==> src/rtl/snd_pkg.sv <==
// Shared types and width helpers for the stereo mixer / sigma-delta DAC.
package snd_pkg;

  typedef enum logic [1:0] {
    IDLE = 2'd0,
    ACC  = 2'd1,
    DONE = 2'd2
  } mix_state_t;

  // Accumulator width that can hold NCH full-scale products without overflow.
  function automatic int acc_width(input int w, input int volw, input int nch);
    return w + volw + $clog2(nch);
  endfunction

endpackage

==> src/rtl/sd_dac.sv <==
// First-order sigma-delta modulator: carry out of err + pcm is the output bit.
module sd_dac #(
  parameter int OUTW = 12
) (
  input  logic            i_clk,
  input  logic            i_rst_n,
  input  logic [OUTW-1:0] i_pcm,
  output logic            o_pwm
);

  logic [OUTW-1:0] r_err;
  logic            r_pwm;
  logic [OUTW:0]   w_sum;

  assign w_sum = {1'b0, r_err} + {1'b0, i_pcm};

  always_ff @(posedge i_clk or negedge i_rst_n) begin
    if (!i_rst_n) begin
      r_err <= '0;
      r_pwm <= 1'b0;
    end else begin
      r_err <= w_sum[OUTW-1:0];
      r_pwm <= w_sum[OUTW];
    end
  end

  assign o_pwm = r_pwm;

endmodule

==> src/rtl/stereo_mixer_sd.sv <==
// NCH-channel stereo mixer: per-channel L/R volume, serial MAC once per sample
// tick, saturated PCM output and one sigma-delta bitstream per side.
module stereo_mixer_sd
  import snd_pkg::*;
#(
  parameter int NCH   = 8,
  parameter int W     = 8,
  parameter int VOLW  = 4,
  parameter int OUTW  = 12,
  parameter int CEDIV = 500
) (
  input  logic                    clk,
  input  logic                    reset_n,
  input  logic [NCH*W-1:0]        ch_data,
  input  logic                    cfg_we,
  input  logic [$clog2(NCH)-1:0]  cfg_addr,
  input  logic [2*VOLW-1:0]       cfg_data,
  output logic [OUTW-1:0]         pcm_l,
  output logic [OUTW-1:0]         pcm_r,
  output logic                    pcm_valid,
  output logic                    clip_l,
  output logic                    clip_r,
  output logic                    pwm_l,
  output logic                    pwm_r,
  output logic [1:0]              dbg_state
);

  localparam int IW = $clog2(NCH);
  localparam int AW = acc_width(W, VOLW, NCH);
  localparam int PW = W + VOLW;
  localparam int DW = $clog2(CEDIV);
  localparam logic [IW:0] NCH_L = (IW+1)'(NCH);

  if (CEDIV < NCH + 2) begin : g_bad_cediv
    $error("stereo_mixer_sd: CEDIV must be at least NCH+2");
  end
  if (NCH < 2 || NCH > 16) begin : g_bad_nch
    $error("stereo_mixer_sd: NCH must be in 2..16");
  end

  mix_state_t r_state, w_state_nxt;

  logic [DW-1:0]   r_div;
  logic            w_tick;
  logic [VOLW-1:0] r_vol_l    [NCH];
  logic [VOLW-1:0] r_vol_r    [NCH];
  logic [W-1:0]    r_sh_ch    [NCH];
  logic [VOLW-1:0] r_sh_vol_l [NCH];
  logic [VOLW-1:0] r_sh_vol_r [NCH];
  logic [IW-1:0]   r_idx;
  logic            w_last;
  logic [AW-1:0]   r_acc_l, r_acc_r;
  logic [PW-1:0]   w_prod_l, w_prod_r;
  logic [OUTW-1:0] w_sat_l, w_sat_r;
  logic            w_clip_l, w_clip_r;
  logic [OUTW-1:0] r_pcm_l, r_pcm_r;
  logic            r_pcm_valid, r_clip_l, r_clip_r;

  assign w_tick = (r_div == DW'(CEDIV - 1));
  assign w_last = (r_idx == IW'(NCH - 1));

  always_ff @(posedge clk or negedge reset_n) begin
    if (!reset_n)    r_div <= '0;
    else if (w_tick) r_div <= '0;
    else             r_div <= r_div + DW'(1);
  end

  // Out-of-range addresses only exist when NCH is not a power of two.
  always_ff @(posedge clk or negedge reset_n) begin
    if (!reset_n) begin
      for (int i = 0; i < NCH; i++) begin
        r_vol_l[i] <= '1;
        r_vol_r[i] <= '1;
      end
    end else if (cfg_we && ({1'b0, cfg_addr} < NCH_L)) begin
      r_vol_l[cfg_addr] <= cfg_data[2*VOLW-1:VOLW];
      r_vol_r[cfg_addr] <= cfg_data[VOLW-1:0];
    end
  end

  always_ff @(posedge clk or negedge reset_n) begin
    if (!reset_n) r_state <= IDLE;
    else          r_state <= w_state_nxt;
  end

  always_comb begin
    w_state_nxt = r_state;
    case (r_state)
      IDLE:    if (w_tick) w_state_nxt = ACC;
      ACC:     if (w_last) w_state_nxt = DONE;
      DONE:    w_state_nxt = IDLE;
      default: w_state_nxt = IDLE;
    endcase
  end

  assign w_prod_l = PW'(r_sh_ch[r_idx]) * PW'(r_sh_vol_l[r_idx]);
  assign w_prod_r = PW'(r_sh_ch[r_idx]) * PW'(r_sh_vol_r[r_idx]);

  if (AW > OUTW) begin : g_sat
    assign w_clip_l = |r_acc_l[AW-1:OUTW];
    assign w_clip_r = |r_acc_r[AW-1:OUTW];
    assign w_sat_l  = w_clip_l ? '1 : r_acc_l[OUTW-1:0];
    assign w_sat_r  = w_clip_r ? '1 : r_acc_r[OUTW-1:0];
  end else begin : g_ext
    assign w_clip_l = 1'b0;
    assign w_clip_r = 1'b0;
    assign w_sat_l  = OUTW'(r_acc_l);
    assign w_sat_r  = OUTW'(r_acc_r);
  end

  // pcm_valid is a one-clk strobe; the consumer has no ready and must take it.
  always_ff @(posedge clk or negedge reset_n) begin
    if (!reset_n) begin
      for (int i = 0; i < NCH; i++) begin
        r_sh_ch[i]    <= '0;
        r_sh_vol_l[i] <= '0;
        r_sh_vol_r[i] <= '0;
      end
      r_idx       <= '0;
      r_acc_l     <= '0;
      r_acc_r     <= '0;
      r_pcm_l     <= '0;
      r_pcm_r     <= '0;
      r_clip_l    <= 1'b0;
      r_clip_r    <= 1'b0;
      r_pcm_valid <= 1'b0;
    end else begin
      r_pcm_valid <= 1'b0;
      case (r_state)
        IDLE: begin
          if (w_tick) begin
            for (int i = 0; i < NCH; i++) begin
              r_sh_ch[i]    <= ch_data[i*W +: W];
              r_sh_vol_l[i] <= r_vol_l[i];
              r_sh_vol_r[i] <= r_vol_r[i];
            end
            r_idx   <= '0;
            r_acc_l <= '0;
            r_acc_r <= '0;
          end
        end
        ACC: begin
          r_acc_l <= r_acc_l + AW'(w_prod_l);
          r_acc_r <= r_acc_r + AW'(w_prod_r);
          if (!w_last) r_idx <= r_idx + IW'(1);
        end
        DONE: begin
          r_pcm_l     <= w_sat_l;
          r_pcm_r     <= w_sat_r;
          r_clip_l    <= w_clip_l;
          r_clip_r    <= w_clip_r;
          r_pcm_valid <= 1'b1;
        end
        default: ;
      endcase
    end
  end

  sd_dac #(.OUTW(OUTW)) u_dac_l (
    .i_clk   (clk),
    .i_rst_n (reset_n),
    .i_pcm   (r_pcm_l),
    .o_pwm   (pwm_l)
  );

  sd_dac #(.OUTW(OUTW)) u_dac_r (
    .i_clk   (clk),
    .i_rst_n (reset_n),
    .i_pcm   (r_pcm_r),
    .o_pwm   (pwm_r)
  );

  assign pcm_l     = r_pcm_l;
  assign pcm_r     = r_pcm_r;
  assign pcm_valid = r_pcm_valid;
  assign clip_l    = r_clip_l;
  assign clip_r    = r_clip_r;
  assign dbg_state = r_state;

endmodule
==> config.mk <==
export PLATFORM = sky130hd
export DESIGN_NAME = stereo_mixer_sd
export DESIGN_NICKNAME = d
export VERILOG_FILES = /design/src/rtl/snd_pkg.sv /design/src/rtl/sd_dac.sv /design/src/rtl/stereo_mixer_sd.sv
export SDC_FILE = /design/constraint.sdc
export NUM_CORES = 1
export LEC_CHECK = 0
export ABC_CLOCK_PERIOD_IN_PS = 6700
export CAP_MARGIN = 20
export CORE_MARGIN = 8
export CORE_UTILIZATION = 57
export CTS_CLUSTER_DIAMETER = 150
export DETAILED_ROUTE_END_ITERATION = 12
export DONT_BUFFER_PORTS = 1
export GPL_TIMING_DRIVEN = 0
export PLACE_DENSITY = 0.77
export SLEW_MARGIN = 20
export SYNTH_ARGS = -nofsm -noshare
export SYNTH_HDL_FRONTEND = slang
export SYNTH_SLANG_ARGS = --single-unit
==> constraint.sdc <==
create_clock -name clk -period 6.7 [get_ports clk]
set_input_delay 2.01 -clock clk [delete_from_list [all_inputs] [get_ports clk]]
set_output_delay 2.01 -clock clk [all_outputs]
set_load 0.02 [all_outputs]
==> metrics.md <==
| Metric | Value |
|---|---|
| Post-synth EDFFs | `0` |
| Mapped Area | `15600 um2` |
| Global-route wire length before repair | `54200 um` |
| Crit path max-delay family | `adder cells` |
| CP max FO | `10` |
| Worst vdd ir | `0.214 mV` |
| Core area | `roughly 27000 um2` |
| Top_reg_cell synth | `dfrtp_1` |
| Clock Skew | `0.0129 ns` |
| Mean Syn Cell Area | `12.5 um2` |
| Antenna diodes | `0` |
| Unrepaired setup endpoints after global routing | `no` |
| Starting Density | `58.0%` |
| Clock transition at the registers of the reported paths | `0.06 ns` |
| Post-CTS Hold Buffers | `0` |
| Lkg Pwr | `8.12 nW` |
| Total congestion overflow | `0` |
| Worst hold margin | `0.472 ns` |
| Largest net degree at the start of global routing | `between 200 and 300` |
| Sink Count | `between 200 and 300` |
| Layout area overhead | `9.29%` |
| Yosys warns | `0` |
| #FFs+latches synth | `slightly below 300` |
| Final setup viols | `0` |
| Post-Route WL | `about 33000 um` |
| Cell Area, Placed | `16000 um2` |
| Worst Path Buf+Inv | `4` |
| Inst Count DP | `1590` |
| Fin. Hold Viols | `0` |
| Vias in the first global route | `10000` |
| Global routing usage on met3 | `4.59%` |
| Cell-by-cell trace of the critical path | `buf_2 > buf_1 > mux4_2 > mux2i_1 > nor2_1 > fa_1 > fa_1 > inv_1 > fa_1 > inv_1 > ha_1 > nand2_1 > o21ai_0 > o21ai_0 > a31o_2 > or4_1 > nand3_1` |
| Port buffer count | `0` |
| Layout Nets | `1475` |
| Cell Rows | `60` |
| Antenna-violating nets left | `0` |
| Cts repair resizes | `0` |
| Worst setup EP type | `flip-flop` |
| Syn_nets | `1442` |
| Non-Filler Instances | `1647` |
| Distinct cells, synth | `61` |
| PwrDens | `225 nW/um2` |
| Status | `completed` |
| Drt first pass iters | `5` |
| Fmax | `around 160 MHz` |
| Synth async-reset ratio | `100%` |
| Hold Crit Class | `reg -> reg` |
| Max Root-Sink Buffers | `3` |
| Met2 global-route usage | `33.4%` |
| Worst-Skew Late Latency | `0.55 ns` |
| Critical path class | `reg -> reg` |
| Layout cells sized above 1 | `between 20% and 30%` |
| Crit start category | `flip-flop` |
| Synth top area cells | `dfrtp_1 (36%), dfstp_2 (11%), mux2_2 (10%), ha_1 (5.7%), fa_1 (5.7%)` |
| CTS buffer count | `31` |
| Die Span X | `181 um` |
| Final instance area | `17000 um2` |
| Die area | `32900 um2` |
| Busiest grt layer | `met2` |
| Worst-Margin Slew | `1.02 ns` |
| Tcrit/Tclk final | `between 90 and 100%` |
| Routed WL per cell | `20.1 um` |
| Slew Limit Fails | `0` |
| Register area share after synthesis | `between 40% and 50%` |
| Leading area contributor after synthesis | `dfrtp_1` |
| Worst path required time | `slightly above 7 ns` |
| DRC Markers | `0` |
| Antenna violations before repair | `1` |
| Post-DP HPWL | `roughly 23000 um` |
| Initial drt markers | `roughly 630` |
| CP peak stage delay | `0.73 ns` |
| Clock Tree Root | `clkbuf_16` |
| Die height | `~180 um` |
| Setup TNS | `0 ns` |
| Gpl congestion | `0.830` |
| Area share of the largest cell type after synthesis | `around 36%` |
| Most frequent CP cell | `fa_1` |
| Vias per Instance | `5.87` |
| Total track usage | `20.3%` |
| Post-layout power | `0.00383 W` |
| DR vias | `slightly below 10000` |
| Worst EP arrival | `approximately 6.7 ns` |
| Grt met1 use | `about 27%` |
| Fillers | `2008` |
| MaxCap Viol Count | `0` |
| CTS H-Tree Depth | `1` |
| CTS tree | `yes` |
| Boundary Pins | `between 100 and 150` |
| Postcts setup bufs | `0` |
| Final min period | `6.18 ns` |
| Crit path max-delay cell type | `mux2i_1` |
| Worst rel slew slack | `a little under a third` |
| Mapped Cells | `1249` |
## power breakdown
group | internal (W) | total (W) | switching (W) | leakage (nW)
Sequential | 0.00191 | 0.00196 | 0.0000532 | 3.65
Clock | 0.00102 | 0.00172 | 0.000693 | 0.487
Combinational | 0.0000972 | 0.000145 | 0.0000479 | 3.98
## layer usage
metal  share of wire, %  wire length [um]
met2                 48             15900
met5              0.036                12
met4                2.3               757
met1                 43             14400
met3                6.4              2110
## synthesized netlist by cell type (5+ instances only)
| cell | count |
|---|---|
| o21ai_0 | 33 |
| inv_1 | 114 |
| clkbuf_1 | 19 |
| mux4_2 | 32 |
| xnor2_1 | 23 |
| nor3_1 | 9 |
| buf_6 | 9 |
| o31ai_1 | 7 |
| nor2_1 | 84 |
| or2_2 | 10 |
| dfrtp_1 | 225 |
| o2111ai_1 | 5 |
| buf_2 | 6 |
| o211ai_1 | 20 |
| nand4_1 | 7 |
| dfstp_2 | 64 |
| a22o_1 | 9 |
| or4_1 | 5 |
| buf_1 | 7 |
| xor2_1 | 11 |
| mux2_2 | 139 |
| nand3_1 | 15 |
| nand2b_1 | 11 |
| ha_1 | 71 |
| mux2i_1 | 19 |
| mux2_4 | 50 |
| a21oi_1 | 38 |
| nor2b_1 | 12 |
| fa_1 | 44 |
| a21o_1 | 16 |
| nand2_1 | 73 |
## area by class of cell
cell class                 count  area [um2]  share of cell area, %
inverter                     114         428                   2.51
buffer                        42         236                   1.39
sequential                   289        7310                   42.9
clock buffer                  48         890                   5.22
clock inverter                 9         131                  0.771
tap                          341         427                   2.50
multi-input combinational    804        7610                   44.7
## logic make-up (layout without fill, tap and decap cells)
group | Yosys count | in the layout | synth area share (%)
buffers and inverters | 156 | 213 | 4.26
AND/OR/NAND/NOR | 248 | 248 | 7.59
XOR/XNOR | 34 | 34 | 1.91
AO/OA/AOI/OAI | 163 | 163 | 7.00
adder cells (fa/ha/maj) | 115 | 115 | 11.3
multiplexers | 244 | 244 | 21.0
flip-flops | 289 | 289 | 46.9
## state kept, by name (all words and copies together), names as in the netlist
signal         cells
r_idx              3
r_vol_r           32
r_acc_l           15
dbg_state          2
pcm_valid          1
clip_l             1
u_dac_l.r_err     12
r_sh_vol_l        32
r_vol_l           32
u_dac_r.o_pwm      1
u_dac_l.o_pwm      1
pcm_l             12
u_dac_r.r_err     12
r_div              9
pcm_r             12
r_sh_vol_r        32
r_acc_r           15
clip_r             1
r_sh_ch           64
## cell usage in the layout (no fill, tap or decap), drive strengths merged, types with 23 or more instances in the layout
| cell type | Yosys | routed |
|---|---|---|
| nor2 | 84 | 84 |
| fa | 44 | 44 |
| a21oi | 38 | 38 |
| dfstp | 64 | 64 |
| dfrtp | 225 | 225 |
| mux4 | 32 | 32 |
| ha | 71 | 71 |
| buf | 23 | 23 |
| clkbuf | 19 | 67 |
| xnor2 | 23 | 23 |
| o21ai | 35 | 35 |
| nand2 | 74 | 74 |
| mux2 | 193 | 193 |
| inv | 114 | 115 |
## final timing paths
check / startpoint / endpoint / slack (ns) / cells past startpoint
min in group asynchronous: reset_n / u_dac_l.o_pwm / 1.16 / 0
worst max register to register: r_idx[1] / r_acc_r[14] / 0.52 / 17
worst min-delay path: r_div[0] / r_div[0] / 0.47 / 1
worst min register to register: r_div[0] / r_div[0] / 0.47 / 1
max in group asynchronous: reset_n / r_sh_vol_l[8] / 4.81 / 0
worst max-delay path: r_idx[1] / r_acc_r[14] / 0.52 / 17
## per-stage QoR
step	setup slack, ns	utilization [%]
floorplan	1.72	-
global placement	0.707	59.6
detailed placement	0.617	59.6
CTS	0.553	63.4
global route	0.262	63.4
finish	0.520	63.4
Power figures use the tool's default switching activity.
